==> src/rtl/mem_arb_pkg.sv <==
// rtl/mem_arb_pkg.sv - shared types and constants for the I/D memory bus arbiter
package mem_arb_pkg;

    typedef logic [31:0] u32_t;
    typedef logic [3:0]  wrstb_t;

    typedef enum logic [1:0] {
        ARB_IDLE,
        ARB_I_XFER,
        ARB_D_XFER
    } arb_state_e;

    typedef enum logic {
        OWN_I,
        OWN_D
    } arb_owner_e;

    // Returned to the owner when a bus cycle is abandoned by the watchdog
    localparam u32_t ARB_ABORT_DATA = 32'hDEAD_BEEF;

endpackage

==> src/rtl/mem_arb_if.sv <==
// rtl/mem_arb_if.sv - core fetch/data ports and memory bus bundle for mem_arb
interface mem_arb_if;
    import mem_arb_pkg::*;

    // fetch port
    logic   i_req;
    u32_t   i_addr;
    logic   i_rdy;
    u32_t   i_rddata;

    // data port
    logic   d_req;
    u32_t   d_addr;
    u32_t   d_wrdata;
    wrstb_t d_wrstb;
    logic   d_rdy;
    u32_t   d_rddata;

    // memory bus
    logic   bus_req;
    u32_t   bus_addr;
    u32_t   bus_wrdata;
    wrstb_t bus_wrstb;
    logic   bus_ack;
    u32_t   bus_rddata;
    logic   bus_err;

    // arbiter side
    modport master (
        input  i_req, i_addr, d_req, d_addr, d_wrdata, d_wrstb, bus_ack, bus_rddata,
        output i_rdy, i_rddata, d_rdy, d_rddata,
        output bus_req, bus_addr, bus_wrdata, bus_wrstb, bus_err
    );

    // core and memory side
    modport slave (
        output i_req, i_addr, d_req, d_addr, d_wrdata, d_wrstb, bus_ack, bus_rddata,
        input  i_rdy, i_rddata, d_rdy, d_rddata,
        input  bus_req, bus_addr, bus_wrdata, bus_wrstb, bus_err
    );

endinterface

==> src/rtl/mem_arb_wdog.sv <==
// rtl/mem_arb_wdog.sv - 8-bit bus cycle watchdog with clear/enable and expire flag
module mem_arb_wdog #(
    parameter int TIMEOUT_CYC = 255
) (
    input  logic clk,
    input  logic rst_n,
    input  logic i_clr,
    input  logic i_en,
    output logic o_expire
);

    localparam logic [7:0] LIMIT = 8'(TIMEOUT_CYC - 1);

    logic [7:0] r_count;

    // count stalled bus cycles; parks at the limit until the next clear
    always_ff @(posedge clk) begin
        if (!rst_n) begin
            r_count <= '0;
        end else if (i_clr) begin
            r_count <= '0;
        end else if (i_en && !o_expire) begin
            r_count <= r_count + 8'd1;
        end
    end

    assign o_expire = (r_count == LIMIT);

endmodule

==> src/rtl/mem_arb.sv <==
// rtl/mem_arb.sv - fetch/data arbiter onto one single-port memory bus
module mem_arb
    import mem_arb_pkg::*;
#(
    parameter int MAX_D_STREAK = 4,
    parameter int TIMEOUT_CYC  = 255
) (
    input  logic       clk,
    input  logic       rst_n,
    mem_arb_if.master  arb
);

    localparam int STREAK_W = $clog2(MAX_D_STREAK + 1);
    localparam logic [STREAK_W-1:0] STREAK_MAX = STREAK_W'(MAX_D_STREAK);

    arb_state_e           r_state;
    arb_state_e           w_state_nx;
    arb_owner_e           w_owner;
    logic [STREAK_W-1:0]  r_streak;
    logic                 r_i_rdy;
    logic                 r_d_rdy;
    u32_t                 r_i_rddata;
    u32_t                 r_d_rddata;
    u32_t                 r_bus_addr;
    u32_t                 r_bus_wrdata;
    wrstb_t               r_bus_wrstb;
    logic                 r_bus_err;
    logic                 w_grant_i;
    logic                 w_grant_d;
    logic                 w_done;
    logic                 w_abort;
    logic                 w_expire;
    logic                 w_xfer;
    u32_t                 w_fin_data;

    assign w_xfer  = (r_state != ARB_IDLE);
    assign w_owner = (r_state == ARB_D_XFER) ? OWN_D : OWN_I;

    mem_arb_wdog #(
        .TIMEOUT_CYC (TIMEOUT_CYC)
    ) u_wdog (
        .clk      (clk),
        .rst_n    (rst_n),
        .i_clr    (w_grant_i | w_grant_d),
        .i_en     (w_xfer & ~arb.bus_ack),
        .o_expire (w_expire)
    );

    // state register
    always_ff @(posedge clk) begin
        if (!rst_n) begin
            r_state <= ARB_IDLE;
        end else begin
            r_state <= w_state_nx;
        end
    end

    // grant selection and transfer completion
    always_comb begin
        w_state_nx = r_state;
        w_grant_i  = 1'b0;
        w_grant_d  = 1'b0;
        w_done     = 1'b0;
        w_abort    = 1'b0;
        case (r_state)
            ARB_IDLE: begin
                // While a rdy pulse is out, the completing port's req is stale;
                // holding off both ports here also spaces accesses 3 cycles apart.
                if (!r_i_rdy && !r_d_rdy) begin
                    if (arb.d_req && (!arb.i_req || (r_streak < STREAK_MAX))) begin
                        w_grant_d  = 1'b1;
                        w_state_nx = ARB_D_XFER;
                    end else if (arb.i_req) begin
                        w_grant_i  = 1'b1;
                        w_state_nx = ARB_I_XFER;
                    end
                end
            end
            ARB_I_XFER, ARB_D_XFER: begin
                // a late ack in the expiry cycle still completes normally
                if (arb.bus_ack) begin
                    w_done     = 1'b1;
                    w_state_nx = ARB_IDLE;
                end else if (w_expire) begin
                    w_abort    = 1'b1;
                    w_state_nx = ARB_IDLE;
                end
            end
            default: begin
                w_state_nx = ARB_IDLE;
            end
        endcase
    end

    assign w_fin_data = w_done ? arb.bus_rddata : ARB_ABORT_DATA;

    // bus latches, owner read data, rdy pulses and sticky error
    always_ff @(posedge clk) begin
        if (!rst_n) begin
            r_bus_addr   <= '0;
            r_bus_wrdata <= '0;
            r_bus_wrstb  <= '0;
            r_i_rdy      <= 1'b0;
            r_d_rdy      <= 1'b0;
            r_i_rddata   <= '0;
            r_d_rddata   <= '0;
            r_bus_err    <= 1'b0;
        end else begin
            r_i_rdy <= 1'b0;
            r_d_rdy <= 1'b0;
            if (w_grant_i) begin
                r_bus_addr   <= arb.i_addr;
                r_bus_wrdata <= '0;
                r_bus_wrstb  <= '0;
            end
            if (w_grant_d) begin
                r_bus_addr   <= arb.d_addr;
                r_bus_wrdata <= arb.d_wrdata;
                r_bus_wrstb  <= arb.d_wrstb;
            end
            if (w_done || w_abort) begin
                if (w_owner == OWN_I) begin
                    r_i_rdy    <= 1'b1;
                    r_i_rddata <= w_fin_data;
                end else begin
                    r_d_rdy    <= 1'b1;
                    r_d_rddata <= w_fin_data;
                end
            end
            if (w_abort) begin
                r_bus_err <= 1'b1;
            end
        end
    end

    // consecutive D grants made while a fetch was waiting
    always_ff @(posedge clk) begin
        if (!rst_n) begin
            r_streak <= '0;
        end else if (w_grant_i) begin
            r_streak <= '0;
        end else if (w_grant_d) begin
            if (!arb.i_req) begin
                r_streak <= '0;
            end else if (r_streak < STREAK_MAX) begin
                r_streak <= r_streak + STREAK_W'(1);
            end
        end
    end

    assign arb.bus_req    = w_xfer;
    assign arb.bus_addr   = r_bus_addr;
    assign arb.bus_wrdata = r_bus_wrdata;
    assign arb.bus_wrstb  = r_bus_wrstb;
    assign arb.bus_err    = r_bus_err;
    assign arb.i_rdy      = r_i_rdy;
    assign arb.i_rddata   = r_i_rddata;
    assign arb.d_rdy      = r_d_rdy;
    assign arb.d_rddata   = r_d_rddata;

endmodule

==> src/flat_wrapper.sv <==
// flat-port wrapper written by rule: the top's interface ports become plain ports
module mem_arb_flat import mem_arb_pkg::*;
#(
    parameter int MAX_D_STREAK = 4,
    parameter int TIMEOUT_CYC  = 255
)
  (clk, rst_n, arb_i_req, arb_i_addr, arb_d_req, arb_d_addr, arb_d_wrdata, arb_d_wrstb, arb_bus_ack, arb_bus_rddata, arb_i_rdy, arb_i_rddata, arb_d_rdy, arb_d_rddata, arb_bus_req, arb_bus_addr, arb_bus_wrdata, arb_bus_wrstb, arb_bus_err);
  mem_arb_if arb_i ();
  input  logic clk;
  input  logic rst_n;
  input wire logic [$bits(arb_i.i_req)-1:0] arb_i_req;
  input wire logic [$bits(arb_i.i_addr)-1:0] arb_i_addr;
  input wire logic [$bits(arb_i.d_req)-1:0] arb_d_req;
  input wire logic [$bits(arb_i.d_addr)-1:0] arb_d_addr;
  input wire logic [$bits(arb_i.d_wrdata)-1:0] arb_d_wrdata;
  input wire logic [$bits(arb_i.d_wrstb)-1:0] arb_d_wrstb;
  input wire logic [$bits(arb_i.bus_ack)-1:0] arb_bus_ack;
  input wire logic [$bits(arb_i.bus_rddata)-1:0] arb_bus_rddata;
  output wire logic [$bits(arb_i.i_rdy)-1:0] arb_i_rdy;
  output wire logic [$bits(arb_i.i_rddata)-1:0] arb_i_rddata;
  output wire logic [$bits(arb_i.d_rdy)-1:0] arb_d_rdy;
  output wire logic [$bits(arb_i.d_rddata)-1:0] arb_d_rddata;
  output wire logic [$bits(arb_i.bus_req)-1:0] arb_bus_req;
  output wire logic [$bits(arb_i.bus_addr)-1:0] arb_bus_addr;
  output wire logic [$bits(arb_i.bus_wrdata)-1:0] arb_bus_wrdata;
  output wire logic [$bits(arb_i.bus_wrstb)-1:0] arb_bus_wrstb;
  output wire logic [$bits(arb_i.bus_err)-1:0] arb_bus_err;
  assign arb_i.i_req = arb_i_req;
  assign arb_i.i_addr = arb_i_addr;
  assign arb_i.d_req = arb_d_req;
  assign arb_i.d_addr = arb_d_addr;
  assign arb_i.d_wrdata = arb_d_wrdata;
  assign arb_i.d_wrstb = arb_d_wrstb;
  assign arb_i.bus_ack = arb_bus_ack;
  assign arb_i.bus_rddata = arb_bus_rddata;
  assign arb_i_rdy = arb_i.i_rdy;
  assign arb_i_rddata = arb_i.i_rddata;
  assign arb_d_rdy = arb_i.d_rdy;
  assign arb_d_rddata = arb_i.d_rddata;
  assign arb_bus_req = arb_i.bus_req;
  assign arb_bus_addr = arb_i.bus_addr;
  assign arb_bus_wrdata = arb_i.bus_wrdata;
  assign arb_bus_wrstb = arb_i.bus_wrstb;
  assign arb_bus_err = arb_i.bus_err;
  mem_arb #(.MAX_D_STREAK(MAX_D_STREAK), .TIMEOUT_CYC(TIMEOUT_CYC)) u_core (.clk(clk), .rst_n(rst_n), .arb(arb_i));
endmodule
==> config.mk <==
export PLATFORM = sky130hd
export DESIGN_NAME = mem_arb_flat
export DESIGN_NICKNAME = d
export VERILOG_FILES = /design/src/rtl/mem_arb_pkg.sv /design/src/rtl/mem_arb_if.sv /design/src/rtl/mem_arb_wdog.sv /design/src/rtl/mem_arb.sv /design/src/flat_wrapper.sv
export SDC_FILE = /design/constraint.sdc
export NUM_CORES = 1
export LEC_CHECK = 0
export CAP_MARGIN = 20
export CORE_MARGIN = 5
export CORE_UTILIZATION = 44
export DETAILED_ROUTE_END_ITERATION = 10
export PLACE_DENSITY = 0.87
export SLEW_MARGIN = 20
export SYNTH_ARGS = -nofsm -noshare
export SYNTH_HDL_FRONTEND = slang
export SYNTH_HIERARCHICAL = 1
export SYNTH_SLANG_ARGS = --single-unit
==> constraint.sdc <==
create_clock -name clk -period 3.7 [get_ports clk]
set_input_delay 0.37 -clock clk [delete_from_list [all_inputs] [get_ports clk]]
set_output_delay 0.37 -clock clk [all_outputs]
set_load 0.01 [all_outputs]
Yosys cells after proc, flatten, opt, wreduce, memory -nomap -nowiden
Cells that the tools add are included.

word-level totals
  flip-flop bits (word level) = 148
  input bits = 137
  output and inout bits = 136
  logic and storage cells = 76

operators by class
  add/subtract/negate cells = 2
  magnitude comparators = 1
  eq/ne operators = 7
  mux-type cells = 30
  bitwise operators = 5
  reductions and logical operators = 20

operators with widths
  cell                                                                    number
  32-bit 2-to-1 mux                                                       5
  1-bit 2-to-1 mux                                                        15
  2-bit 2-to-1 mux                                                        5
  8-bit by 1-bit adder with 8-bit output (second input constant)          1
  8-bit equality test (second input constant)                             1
  4-bit 2-to-1 mux                                                        2
  2-bit AND reduction                                                     4
  3-bit 2-to-1 mux                                                        2
  2-bit OR reduction                                                      3
  1-bit logical NOT                                                       4
  2-bit by 1-bit != test with 1-bit output (second input constant)        2
  2-bit case mux with 2 select lines                                      1
  2-bit nonzero test                                                      2
  3-bit by 1-bit adder with 3-bit output (second input constant)          1
  1-bit logical AND                                                       3
  3-bit < comparator (second input constant)                              1
  3-bit by 2-bit != test with 1-bit output (second input constant)        1
  3-bit != test (second input constant)                                   1
  1-bit inverter                                                          3
  3-bit AND reduction                                                     1
  2-bit by 1-bit equality test with 1-bit output (second input constant)  1
  2-bit equality test (second input constant)                             1
  2-bit logical NOT                                                       1
  1-bit logical OR                                                        2
  other kinds (2)                                                         2

Logic depth before layout (Yosys ltp)
  depth after elaboration = 8
  depth in mapped cells = 10
  mapped depth without buffers = 8

Cells and area by module
The synthesis kept the hierarchy.

by module, submodules not included
  module        times used  cells each  area an instance (µm²)  sequential area each (µm²)
  mem_arb       1           582         5472.7                  2802.7
  mem_arb_wdog  1           51          459.2                   160.2

Worst setup path before layout
Ideal clock, no wire load.

  path type = register to register
  from = reg u_core.r_state[0]
  to = reg u_core.u_wdog.r_count[2]
  library setup time = 0.129 ns
  arrival = 1.696 ns
  required time = 3.571 ns
  slack = 1.876 ns
  cell stages (with the launch flop) = 11
  buffers on the path = 3
  clock period less this slack = 1.824 ns
  path through = dfxtp_1 > inv_1 > ha_1 > or3b_1 > buf_6 > nor2_8 > buf_4 > nor2b_1 > clkbuf_1 > o21ai_0 > a31oi_1

on the way
  longest elaborated chain between the ends = 4
  elaborated cells between the ends (all ways) = 8
  classes of those cells = mux (2); bitwise (2); reduce/logical (4)

RTL lines
  element                              RTL line            text
  start, declared                      mem_arb.sv:16       arb_state_e r_state;
  start signal, assigned               mem_arb.sv:54       r_state <= w_state_nx;
  2-bit logical NOT                    mem_arb.sv:65       case (r_state)
  1-bit 2-to-1 mux                     mem_arb.sv:65
  1-bit OR                             mem_arb.sv:44       .i_clr (w_grant_i | w_grant_d),
  2-bit OR reduction (no source line)  --
  end signal, assigned                 mem_arb_wdog.sv:23  r_count <= r_count + 8'd1;
  end, declared                        mem_arb_wdog.sv:14  logic [7:0] r_count;

Several ways; a longest one is shown, not always the timed one.
A chain may end at the register's enable or synchronous reset.

Worst setup path after layout
  from = reg u_core.r_state[0]
  to = reg u_core.u_wdog.r_count[4]

Same word-level chain as after synthesis.

==> summary.md <==
| Metric | Value |
|---|---|
| Status | `finished, final reports clean` |
| WL/cell | `19.0 µm` |
| Worst Path Arrival | `approximately 2.8 ns` |
| Core ar. | `13200 µm²` |
| Post-Synth Simple-Gate Area | `11.9%` |
| GPL Wtd Cong | `0.857` |
| IO Port Bufs | `between 200 and 300` |
| Final hold viol count | `0` |
| Ant. Diodes | `0` |
| Worst Hold Class | `reg -> reg` |
| Hold_buf cts | `0` |
| CTS root buffer | `clkbuf_16` |
| Peak VDD IR | `about 0.00046 V` |
| Max-slew violation count | `0` |
| First-pass GRT wire length | `31.1 mm` |
| Skew final | `0.00677 ns` |
| Fin worst setup slack | `1.18 ns` |
| Max_cap viols | `0` |
| Cells along the critical path | `inv_1 > ha_1 > or3b_2 > nor2_8 > nor2b_1 > o21ai_0 > a31oi_1` |
| Post-route ant nets | `0` |
| GRT Total Usage | `24.2%` |
| CTS tree | `built` |
| Row count | `42` |
| Cell Pwr Density | `approximately 530 nW/µm²` |
| Post-synth EDFFs | `0` |
| HPWL after DPL | `about 14 mm` |
| Max stage delay on crit path | `~0.76 ns` |
| Area grow syn2layout | `55.7%` |
| Clk buf depth | `2` |
| Flip-flop and latch count after synthesis | `~150` |
| Yosys warns | `6` |
| Post-CTS Setup Inserts | `0` |
| Unique masters post-synth | `50` |
| Cells after Synth | `633` |
| Htree depth | `4` |
| Crit path max fanout | `34` |
| Largest family of logic cells by synthesized area | `compound AO/OA/AOI/OAI gates` |
| Io pins | `273` |
| Synth Area in Adders | `1.05%` |
| Period utilisation layout | `about 68%` |
| Largest net degree at the start of global routing | `73` |
| Chip width | `~130 µm` |
| Worst-case hold path end point | `u_core/arb.bus_wrdata[26]$_SDFFE_PN0P_` |
| Fin util | `a little over two thirds` |
| Critical path capture point type | `register` |
| Setup TNS | `0 ns` |
| Drt total wl | `20.1 mm` |
| Crit Path Category | `reg -> reg` |
| Seq/Total Area, Yosys | `49.9%` |
| FF-to-FF setup slack | `between 1 and 1.5 ns` |
| Hold depth | `2` |
| Layout cells sized above 1 | `between 10% and 20%` |
| Drt via density | `approximately 5.7` |
| Grt ovf | `0` |
| Post-synthesis mux area share | `less than 1%` |
| Fmax | `about 400 MHz` |
| Syn nets | `slightly below 800` |
| PostCTS Resize Cnt | `0` |
| DP Worst Slack | `~1.1 ns` |
| Post-synth ARST share | `0%` |
| Worst-skew pair later-pin latency | `0.42 ns` |
| Die ar. | `15900 µm²` |
| Slew Limit Headroom | `roughly 28%` |
| Lkg Pwr | `3.33 nW` |
| Nets | `roughly 1000` |
| TritonCTS Sinks | `148` |
| Required time of the critical path | `~4 ns` |
| Final setup violation count | `0` |
| Number of global-route vias before repair | `roughly 5700` |
| DRC errors left | `0` |
| Worst reg-to-reg path cell count | `7` |
| Vias | `between 5000 and 6000` |
| CTS buffer count | `17` |
| Synth Area in Compound Gates | `around 30%` |
| Least-Margin Pin Slew | `around 1.1 ns` |
| Starting DRT DRC Count | `579` |
| Post-Synth XOR/XNOR Area | `0%` |
| Antenna violations before repair | `0` |
| Min Tclk post-route | `roughly 2.5 ns` |
| Startpoint Class | `register` |
| Crit Reg-Reg Startpoint | `u_core/r_state[0]$_SDFFE_PN0P_` |
| Mapped Area | `between 5000 and 6000 µm²` |
| Top FF cell, synth | `dfxtp_1` |
| RSZ-0062 raised after global routing | `false` |
| Die height | `between 100 and 150 µm` |
| Clock transition at path regs | `0.06 ns` |
| RR Endpoint | `u_core/u_wdog/r_count[4]$_SDFFE_PP0P_` |
| HP Start | `u_core/arb.bus_wrdata[26]$_SDFFE_PN0P_` |
| Mean Syn Cell Area | `9.37 µm²` |
| Initial Utilization | `around 45%` |
| Crit-path slowest cell | `or3b_2` |
| Total iterations of the first detailed-routing run | `5` |
==> sequential cells by signal (all words and copies together), names as in the netlist, 2 cells and up <==
register	count
u_core/arb.i_rddata	32
u_core/r_streak	3
u_core/arb.bus_addr	32
u_core/arb.d_rddata	32
u_core/arb.bus_wrdata	32
u_core/arb.bus_wrstb	4
u_core/u_wdog/r_count	8
u_core/r_state	2
==> worst max-delay path: cells and delay by family (launching register included) <==
family / cells / cell delay, ns
flip-flops: 1 / 0.30
AO/OA/AOI/OAI: 2 / 0.19
adder cells (fa/ha/maj): 1 / 0.27
AND/OR/NAND/NOR: 3 / 1.52
buffers and inverters: 1 / 0.07
==> layer usage <==
metal  track usage [%]  vias up  routed length [µm]
met3              9.74       29                2120
met4              8.14        0                 424
met2              37.7      288                9420
li1                  -     2838                   -
met1              30.5     2826                8110
met5                 0        -                   0
==> area by class of cell <==
class / instances / area, µm²
tap: 176 / 220
multi-input combinational: 409 / 2620
fill: 1017 / 4010
inverter: 7 / 26.3
clock inverter: 13 / 158
timing repair buffer: 282 / 2800
clock buffer: 19 / 453
sequential: 148 / 2960
==> layout by cell type (no fill, tap or decap), types with 3 or more instances in the layout <==
cell type | Yosys | routed
a21oi_1 | 79 | 79
a22oi_1 | 8 | 8
a311oi_1 | 33 | 33
a31oi_1 | 7 | 7
buf_4 | 7 | 10
bufinv_16 | 0 | 3
clkbuf_16 | 0 | 17
clkdlybuf4s50_1 | 0 | 272
clkinv_2 | 0 | 4
clkinvlp_4 | 0 | 4
dfxtp_1 | 148 | 148
ha_1 | 5 | 5
inv_1 | 7 | 6
mux2i_1 | 3 | 3
nand2_1 | 48 | 48
nand2b_1 | 4 | 4
nand3_1 | 41 | 41
nand4_1 | 3 | 3
nor2_1 | 13 | 13
o21ai_0 | 79 | 79
o21ai_1 | 5 | 5
o221a_2 | 48 | 48
==> report_power, final <==
group | switching, mW | internal, mW | total [mW]
clock | 0.673 | 1.09 | 1.76
combinational | 0.612 | 0.608 | 1.22
sequential | 0.0974 | 1.77 | 1.87
total | 1.38 | 3.47 | 4.85
==> per-stage QoR <==
stage	power (mW)	area [µm²]	instances	hold WS (ns)
floorplan	2.52	5930	633	0.462
global placement	3.09	8630	1022	0.450
detailed placement	3.11	8630	1022	0.466
CTS	4.88	9240	1054	0.474
global route	5.07	9240	1054	0.491
finish	4.85	9240	1054	0.472
==> logic make-up after synthesis <==
| group | count (synthesis) |
|---|---|
| compound gates | 265 |
| fa+ha+maj | 5 |
| buf+inv | 76 |
| flops | 148 |
| mux | 3 |
| simple gates | 136 |
==> synthesized netlist by cell type, types with 2 or more instances <==
library cell	count	share of area [%]
mux2i_1	3	0.51
nand2_1	48	3.0
a311oi_1	33	4.9
a21oi_1	79	6.7
nand3_1	41	3.5
a22oi_1	8	1.0
a31oi_1	7	0.74
nor2_1	13	0.82
inv_1	7	0.44
buf_2	22	1.9
buf_1	2	0.13
buf_6	2	0.38
buf_4	7	0.89
o21ai_1	5	0.42
and3_1	2	0.21
nor2b_1	2	0.21
clkbuf_1	30	1.9
o221a_2	48	9.1
dfxtp_1	148	50
nor3b_1	2	0.25
nand2b_1	4	0.42
nand4_1	3	0.32
and4_1	2	0.30
o21ai_0	79	6.7
ha_1	5	1.1
nor3_1	2	0.17
clkbuf_2	6	0.51
==> worst max path at each step <==
stage / from / end / depth (start not counted)
final: u_core/r_state[0]$_SDFFE_PN0P_ / u_core/u_wdog/r_count[4]$_SDFFE_PP0P_ / 7
after global routing: u_core/r_state[1]$_SDFFE_PN0P_ / u_core/u_wdog/r_count[3]$_SDFFE_PP0P_ / 7
after CTS: u_core/u_wdog/r_count[0]$_SDFFE_PP0P_ / u_core/arb.d_rddata[11]$_SDFFE_PN0P_ / 9
after detailed placement: arb_i_req / u_core/arb.bus_wrdata[18]$_SDFFE_PN0P_ / 5
after global placement: arb_i_req / u_core/arb.bus_wrdata[4]$_SDFFE_PN0P_ / 5
after floorplan: u_core/r_state[0]$_SDFFE_PN0P_ / u_core/u_wdog/r_count[2]$_SDFFE_PP0P_ / 10
Note: power is estimated with default switching activity, not from simulation.
